<file path="src/rtl/magic_seq_pkg.sv">
// Shared constants, instruction layout and FSM states for the MAGIC NOR sequencer.
// Instruction word is {op[1:0], a, b, d}, opcode in the MSBs.
package magic_seq_pkg;

  localparam int SEQ_ADDR_W     = 6;
  localparam int SEQ_PROG_DEPTH = 32;
  localparam int SEQ_PC_W       = 5;
  localparam int SEQ_INSTR_W    = 2 + 3 * SEQ_ADDR_W;

  localparam logic [1:0] OP_NOR2 = 2'b00;
  localparam logic [1:0] OP_NOT  = 2'b01;
  localparam logic [1:0] OP_NOP  = 2'b10;
  localparam logic [1:0] OP_END  = 2'b11;

  localparam logic PH_INIT = 1'b0;
  localparam logic PH_EVAL = 1'b1;

  localparam int FLD_D_LSB  = 0;
  localparam int FLD_B_LSB  = SEQ_ADDR_W;
  localparam int FLD_A_LSB  = 2 * SEQ_ADDR_W;
  localparam int FLD_OP_LSB = 3 * SEQ_ADDR_W;

  typedef struct packed {
    logic [1:0]            op;
    logic [SEQ_ADDR_W-1:0] a;
    logic [SEQ_ADDR_W-1:0] b;
    logic [SEQ_ADDR_W-1:0] d;
  } instr_t;

  typedef enum logic [2:0] {
    S_IDLE,
    S_FETCH,
    S_CHECK,
    S_INIT,
    S_EVAL,
    S_FIN
  } state_t;

endpackage

</file>
<file path="src/rtl/magic_prog_mem.sv">
// Microprogram RAM: one write port, one registered read port.
// Ports: clk, we/waddr/wdata (write), re/raddr (read request), rdata (valid next cycle).
module magic_prog_mem #(
  parameter int DEPTH = 32,
  parameter int AW    = 5,
  parameter int W     = 20
) (
  input  logic          clk,
  input  logic          we,
  input  logic [AW-1:0] waddr,
  input  logic [W-1:0]  wdata,
  input  logic          re,
  input  logic [AW-1:0] raddr,
  output logic [W-1:0]  rdata
);

  logic [W-1:0] mem [DEPTH];

  always_ff @(posedge clk) begin
    if (we) mem[waddr] <= wdata;
    if (re) rdata <= mem[raddr];
  end

endmodule

</file>
<file path="src/rtl/magic_nor_sequencer.sv">
// Steps a NOR/NOT microprogram onto a MAGIC crossbar, one INIT+EVAL pair per gate.
// Ports: host load (prog_*), start/busy/done/err/op_count, crossbar req/ack bundle (xb_*).
module magic_nor_sequencer
  import magic_seq_pkg::*;
#(
  parameter int ADDR_W     = SEQ_ADDR_W,
  parameter int PROG_DEPTH = SEQ_PROG_DEPTH,
  parameter int PC_W       = SEQ_PC_W
) (
  input  logic                  clk,
  input  logic                  rst,
  input  logic                  prog_we,
  input  logic [PC_W-1:0]       prog_waddr,
  input  logic [2+3*ADDR_W-1:0] prog_wdata,
  input  logic                  start,
  output logic                  busy,
  output logic                  done,
  output logic                  err,
  output logic [PC_W:0]         op_count,
  output logic                  xb_req,
  output logic                  xb_phase,
  output logic [ADDR_W-1:0]     xb_src_a,
  output logic [ADDR_W-1:0]     xb_src_b,
  output logic [ADDR_W-1:0]     xb_dst,
  input  logic                  xb_ack
);

  localparam int IW = 2 + 3 * ADDR_W;
  localparam logic [PC_W-1:0] PC_LAST = PC_W'(PROG_DEPTH - 1);
  localparam logic [PC_W:0]   CNT_MAX = '1;

  state_t            state, state_n;
  logic [PC_W-1:0]   pc, pc_n;
  logic [PC_W:0]     cnt_n;
  logic              err_n;
  logic              mem_re;
  logic [IW-1:0]     rdata;

  logic [1:0]        op;
  logic [ADDR_W-1:0] fa, fb, fd;
  logic              hazard;
  logic              at_last;

  // Writes are locked out while a run owns the program.
  magic_prog_mem #(
    .DEPTH(PROG_DEPTH),
    .AW   (PC_W),
    .W    (IW)
  ) u_mem (
    .clk  (clk),
    .we   (prog_we && !busy),
    .waddr(prog_waddr),
    .wdata(prog_wdata),
    .re   (mem_re),
    .raddr(pc),
    .rdata(rdata)
  );

  // rdata only reloads in FETCH, so it holds the
  // current instruction stable through INIT/EVAL.
  assign op = rdata[3*ADDR_W +: 2];
  assign fa = rdata[2*ADDR_W +: ADDR_W];
  assign fb = rdata[ADDR_W +: ADDR_W];
  assign fd = rdata[0 +: ADDR_W];

  // Output cell may not also be a source.
  assign hazard = (op == OP_NOR2 && (fd == fa || fd == fb))
               || (op == OP_NOT && fd == fa);
  assign at_last = (pc == PC_LAST);

  always_ff @(posedge clk or posedge rst) begin
    if (rst) begin
      state    <= S_IDLE;
      pc       <= '0;
      op_count <= '0;
      err      <= 1'b0;
    end else begin
      state    <= state_n;
      pc       <= pc_n;
      op_count <= cnt_n;
      err      <= err_n;
    end
  end

  always_comb begin
    state_n  = state;
    pc_n     = pc;
    cnt_n    = op_count;
    err_n    = err;
    busy     = 1'b0;
    done     = 1'b0;
    mem_re   = 1'b0;
    xb_req   = 1'b0;
    xb_phase = PH_INIT;
    xb_src_a = '0;
    xb_src_b = '0;
    xb_dst   = '0;
    unique case (state)
      S_IDLE: begin
        if (start) begin
          state_n = S_FETCH;
          pc_n    = '0;
          cnt_n   = '0;
          err_n   = 1'b0;
        end
      end
      S_FETCH: begin
        busy    = 1'b1;
        mem_re  = 1'b1;
        state_n = S_CHECK;
      end
      S_CHECK: begin
        busy = 1'b1;
        unique case (1'b1)
          op == OP_END: state_n = S_FIN;
          op == OP_NOP: begin
            if (at_last) begin
              err_n   = 1'b1;
              state_n = S_FIN;
            end else begin
              pc_n    = pc + 1'b1;
              state_n = S_FETCH;
            end
          end
          hazard: begin
            err_n   = 1'b1;
            state_n = S_FIN;
          end
          default: state_n = S_INIT;
        endcase
      end
      S_INIT: begin
        busy   = 1'b1;
        xb_req = 1'b1;
        xb_dst = fd;
        if (xb_ack) state_n = S_EVAL;
      end
      S_EVAL: begin
        busy     = 1'b1;
        xb_req   = 1'b1;
        xb_phase = PH_EVAL;
        xb_src_a = fa;
        xb_src_b = (op == OP_NOT) ? fa : fb;
        xb_dst   = fd;
        if (xb_ack) begin
          if (op_count != CNT_MAX) cnt_n = op_count + 1'b1;
          if (at_last) begin
            err_n   = 1'b1;
            state_n = S_FIN;
          end else begin
            pc_n    = pc + 1'b1;
            state_n = S_FETCH;
          end
        end
      end
      S_FIN: begin
        done    = 1'b1;
        state_n = S_IDLE;
      end
      default: state_n = S_IDLE;
    endcase
  end

endmodule

</file>
<file path="config.mk">
export PLATFORM = sky130hd
export DESIGN_NAME = magic_nor_sequencer
export DESIGN_NICKNAME = d
export VERILOG_FILES = /design/src/rtl/magic_seq_pkg.sv /design/src/rtl/magic_prog_mem.sv /design/src/rtl/magic_nor_sequencer.sv
export SDC_FILE = /design/constraint.sdc
export NUM_CORES = 1
export LEC_CHECK = 0
export BUFFER_PORTS_ARGS = -buffer_cell sky130_fd_sc_hd__buf_2
export CAP_MARGIN = 15
export CORE_ASPECT_RATIO = 0.8
export CORE_MARGIN = 2
export CORE_UTILIZATION = 60
export CTS_CLUSTER_DIAMETER = 150
export DETAILED_ROUTE_END_ITERATION = 10
export PLACE_DENSITY = 0.79
export SYNTH_ARGS = -nofsm -noshare
export SYNTH_HDL_FRONTEND = slang
export SYNTH_SLANG_ARGS = --single-unit
</file>
<file path="constraint.sdc">
create_clock -name clk -period 3.4 [get_ports clk]
set_clock_uncertainty 0.15 [all_clocks]
set_input_delay 0.68 -clock clk [delete_from_list [all_inputs] [get_ports clk]]
set_output_delay 0.68 -clock clk [all_outputs]
set_load 0.02 [all_outputs]
</file>
## After elaboration in Yosys (flattened, before gate mapping)

Memory sizes are Yosys's and may differ from the RTL's. A register that Yosys moved wholly into a read port is not among the register bits.
Index checks and enable logic that the tools add are counted.

| word-level totals | value |
|---|---|
| register bits after elaboration | 15 |
| memories | 1 |
| output and inout port bits | 29 |
| logic and storage cells | 73 |
| bits of input ports | 30 |
| memory bits (writable) | 640 |

Memory list:

| name | depth | bits a word | read ports | clocked after Yosys merged registers in | wr ports | line | text |
|---|---|---|---|---|---|---|---|
| u_mem.mem | 32 | 20 | 1 | 1 | 1 | magic_prog_mem.sv:17 | `logic [W-1:0] mem [DEPTH];` |

| operators by class | value |
|---|---|
| reductions and logical operators | 17 |
| equal/unequal tests | 18 |
| muxes and demuxes | 31 |
| add/sub/neg operators | 2 |

Operators with widths:

| operator | number |
|---|---|
| two-way mux 6 bit | 7 |
| two-way mux 5 bit | 4 |
| case mux 3 bit (5 select lines) | 1 |
| case mux 5 bit (3 select lines) | 1 |
| equality test 6 bit | 2 |
| two-way mux 3 bit | 4 |
| case mux 6 bit (2 select lines) | 1 |
| AND reduction 4 bit | 3 |
| two-way mux 1 bit | 10 |
| inequality test 2 bit, second input constant | 5 |
| adder 6 x 1 -> 6 bit, second input constant | 1 |
| equality test 3 x 2 -> 1 bit, second input constant | 2 |
| equality test 3 bit, second input constant | 2 |
| inequality test 6 bit, second input constant | 1 |
| case mux 3 bit (2 select lines) | 1 |
| adder 5 x 1 -> 5 bit, second input constant | 1 |
| equality test 5 bit, second input constant | 1 |
| equality test 2 bit, second input constant | 2 |
| OR reduction 2 bit | 2 |
| OR reduction 4 bit | 1 |
| equality test 3 x 1 -> 1 bit, second input constant | 1 |
| logical AND 1 bit | 3 |
| zero test 3 bit | 1 |
| inequality test 3 bit, second input constant | 1 |
| 9 further kinds | 10 |

## Longest topological paths before layout

| logic depth | value |
|---|---|
| word-level depth | 7 |
| depth in mapped cells | 10 |

## Cells and area by module

Synthesis repeated with hierarchy kept, for this count alone.

| unflattened totals | value |
|---|---|
| cell total of the unflattened synthesis | 1567 |
| area total of the unflattened synthesis | 27101.0 um^2 |

Modules (own cells, without submodules):

| module | instances | cells an instance | area each (um^2) |
|---|---|---|---|
| magic_prog_mem | 1 | 1414 | 25753.4 |
| magic_nor_sequencer | 1 | 153 | 1347.5 |

## Worst setup path before layout

OpenSTA, ideal clock, no wires.

| timing | value |
|---|---|
| path kind | flip-flop to flip-flop |
| start | reg state[0] |
| end | mem u_mem.mem[28][0], enable pin |
| cell stages (with the launch flop) | 7 |
| setup slack | 0.650 ns |
| data arrival time | 2.204 ns |
| setup time | 0.397 ns |
| buffers on the path | 1 |
| clock period less this slack | 2.750 ns |
| path through | dfrtp_1 -> buf_2 -> nor2_4 -> xnor2_1 -> and3b_1 -> nand3_1 -> nor2_1 |

| on the way | value |
|---|---|
| word-level cells in the longest chain between the ends | 7 |

RTL lines:

| item | line | text |
|---|---|---|
| from (decl) | magic_nor_sequencer.sv:32 | `state_t state, state_n;` |
| from (signal assigned) | magic_nor_sequencer.sv:78 | `state <= state_n;` |
| equality test 3 bit (tied with other cells) | magic_nor_sequencer.sv:98 | `unique case (state)` |
| OR reduction 4 bit (no line) (*) | n/a |  |
| two-way mux 1 bit (*) | magic_nor_sequencer.sv:98 |  |
| net busy | magic_nor_sequencer.sv:16 | `output logic busy,` |
| zero test 1 bit (*) | magic_nor_sequencer.sv:51 | `.we (prog_we && !busy),` |
| logical AND 1 bit (*) | magic_nor_sequencer.sv:51 |  |
| two-way mux 1 bit (*) | magic_prog_mem.sv:20 | `if (we) mem[waddr] <= wdata;` |
| two-way mux 1 bit (implied by the code) (*) | magic_prog_mem.sv:20 |  |
| to (decl) | magic_prog_mem.sv:17 |  |

Mark *: on every way through the listed nets, which the timed path passes. The rest lies on a longest branch.

## Worst setup path in the final report

| timing | value |
|---|---|
| start | reg state[1] |
| end | out busy |

| on the way | value |
|---|---|
| word-level cells in the longest chain between the ends | 3 |

RTL lines:

| item | line |
|---|---|
| equality test 3 bit (tied with other cells) | magic_nor_sequencer.sv:98 |
| OR reduction 4 bit (no line) (*) | n/a |
| two-way mux 1 bit (*) | magic_nor_sequencer.sv:98 |
| to (decl) | magic_nor_sequencer.sv:16 |

Every way passes the cells marked *; elsewhere a longest branch is shown, timed or not.

==> results.txt <==
status: completed
slowest CP cell: dfrtp_1
DRC errors left: 0
pwr dens: 662.6 nW/um^2
fmax: 0.3038 GHz
syn_nets: 1223
Routed WL per cell: 31.51 microns
vias in the first global route: 12950
detailed-route via count: 13240
post-route ant nets: 0
Die Ht: 190.4 microns
hold slack: 258.2 ps
critical path endpoint: busy
Leak: 9.206 nW
share of cells above drive strength 1: 0.3197
Synth Area in XOR/XNOR: 0.005379
final hold vios: 0
Power Total: 19.40 mW
core box area: 42970 sq um
Max-slew headroom: 0.2224
Clk pin slew, worst setup/hold paths: 70 ps
maximum net fanout on the critical path: 13
CP Launch Type: register
ranking of synthesized cells by area: edfxtp_1 (76%), mux4_2 (14%), o22ai_1 (1.9%), dfrtp_1 (1.4%), nor4_2 (0.82%)
Period Utilization, post-route: 0.9680
Synth Flop Type: edfxtp_1
reg2reg setup slack: 300 ps
1st-pass router iterations: 7
Synth Instances: 1190
VDD IR max: 438.7 uV
first-pass GRT wire length: 88.87 mm
area leader, netlist: edfxtp_1
sequential-to-total area share from yosys stat: 0.7751
EDFF count, synth: 660
Yosys reg bits: 675
area delta synth->final: 12.38%
Total Routing Usage GR: 0.2772
CP startpoint: state[1]
die width: 237.0 microns
largest family of logic cells by synthesized area: multiplexers
RR Startpoint: state[1]
H-tree Lvls: 2
RSZ-0062 raised after global routing: no
largest net degree at the start of global routing: 39
Post-synth top cells: edfxtp_1 (660), mux4_2 (160), o22ai_1 (80)
Num CTS Buffers: 60
GR Overflow Total: 0
worst slew pin tran: 1165 ps
clk sinks: 675
post-DR vias/cell: 6.864
fin util: 0.6814
Routed WL: 60.79 mm
critical path class: reg -> out
I/O Buffers: 58
Synth Area in Compound Gates: 0.02641
drt first-iter violations: 2064
Area after DPL: 27310 sq um
Post-Synth Adder-Cell Area: 0.001441
Placer Congestion: 0.9032
Initial Utilization: 0.6064
postcts setup bufs: 0
CP Cell Sequence: nor2_4, xnor2_1, buf_4, buf_2
post-synthesis simple-gate area fraction: 0.03290
average size of a mapped cell: 21.89 sq um
worst path arrival time: 2460 ps
CP peak stage delay: 630 ps
mux cell area share after synthesis: 0.1419
Die ar.: 45120 sq um
most common cell in the netlist: edfxtp_1
multi-input logic area: 5507 sq um
fin crit period: 3291 ps
register area: 20200 sq um
Layout Nets: 1350
setup TNS: 0 ps
Mapped Area: 26050 sq um
Final Setup Violations: 0
crit path capture type: primary output
I/O pin count: 59
post-route cell area: 29280 sq um
Synth top area share: 0.7607
yosys warns: 0
Max-cap violations: 0
R2R cell count: 6
CTS tree: done
ys async rst share: 0.02222
Fill cells: 2541
initial antenna violation count: 3
FP Rows: 68
count of cell types in the netlist: 48
DP HPWL: 36.04 mm
Worst-Skew Late Latency: 630 ps
clk buf depth: 3
clk root buf: clkbuf_16
Crit Reg-Reg Endpoint: u_mem.mem[5][0]
Critical Path RT: 2570 ps
Hold Path Class: in -> reg
Final Max Slew Viols: 0
logic make-up (layout without fill, tap and decap cells):
| kind of cell | Yosys count | count (layout) |
|---|---|---|
| AO/OA/AOI/OAI | 109 | 109 |
| other | 0 | 2 |
| buffers and inverters | 71 | 248 |
| AND/OR/NAND/NOR | 147 | 147 |
| adder cells (fa/ha/maj) | 3 | 3 |
| XOR/XNOR | 16 | 16 |
| flip-flops | 675 | 675 |
| multiplexers | 169 | 169 |
layer usage:
metal	GRT usage	vias to the layer above	part of all wire
met3	0.06601	120	0.12
met2	0.4170	1019	0.46
met4	0.07473	0	0.025
met5	0	-	0
met1	0.4175	6825	0.39
li1	-	5276	-
state kept, by name (all words and copies together) (netlist names):
register     flops
u_mem.rdata     20
pc               5
op_count         6
err              1
u_mem.mem      640
state            3
critical path: cells and delay by family, from the launching register on:
family | cells | cell delay (ps)
flip-flops | 1 | 630
XOR/XNOR | 1 | 610
buffers and inverters | 2 | 480
AND/OR/NAND/NOR | 1 | 120
area by class of cell:
cell class	instances	share of cell area
Timing Repair Buffer	128	0.03009
Antenna cell	2	0.0001709
Sequential cell	675	0.6900
Multi-Input combinational cell	444	0.1881
Clock buffer	70	0.05402
Clock inverter	42	0.01269
Tap cell	560	0.02393
Inverter	8	0.001026
per-stage QoR:
step                cells  setup slack (ps)
floorplan            1190             649.9
global placement     1814             492.2
detailed placement   1814             413.1
CTS                  1927             110.9
global route         1929             31.55
finish               1929             108.9
layout by cell type, fill, tap and decap left out, drive strengths merged, types with 2 or more instances in the layout:
| cell | instances |
|---|---|
| edfxtp | 660 |
| mux4 | 160 |
| buf | 127 |
| o22ai | 80 |
| clkbuf | 70 |
| nor2 | 50 |
| clkinv | 32 |
| nand2 | 26 |
| nor4 | 22 |
| dfrtp | 15 |
| xor2 | 13 |
| o21ai | 11 |
| inv | 9 |
| nand3 | 8 |
| a21oi | 8 |
| and2 | 7 |
| mux2i | 7 |
| and3 | 7 |
| nor3 | 7 |
| nand2b | 6 |
| bufinv | 6 |
| nand3b | 4 |
| or3 | 3 |
| xnor2 | 3 |
| ha | 3 |
| clkinvlp | 3 |
| diode | 2 |
| mux2 | 2 |
| nor2b | 2 |
| a22oi | 2 |
| a22o | 2 |
| nor3b | 2 |
worst min-delay path by stage:
| stage | from | endpoint | slack (ps) | cells past startpoint |
|---|---|---|---|---|
| after global routing | xb_ack | state[0] | 260 | 3 |
| after CTS | xb_ack | state[0] | 230 | 3 |
| after floorplan | rst | err | 430 | 1 |
| after global placement | err | err | 350 | 1 |
| after detailed placement | err | err | 350 | 1 |
| final | xb_ack | state[0] | 260 | 3 |
repair_timing:
item | CTS | global route
setup endpoints to repair | 0 | 1
hold buffers | 1 | 0
resized for setup | 0 | 1
endpoints found under the hold margin | 15 | 0
power breakdown:
part | switching, mW | leakage (nW) | internal [mW] | total (mW)
Clock | 2.92 | 0.953 | 3.78 | 6.70
Combinational | 1.64 | 2.11 | 1.27 | 2.91
Sequential | 0.338 | 6.14 | 9.44 | 9.78
Total | 4.91 | 9.21 | 14.5 | 19.4
No activity file was read; power rests on OpenSTA's default activity.
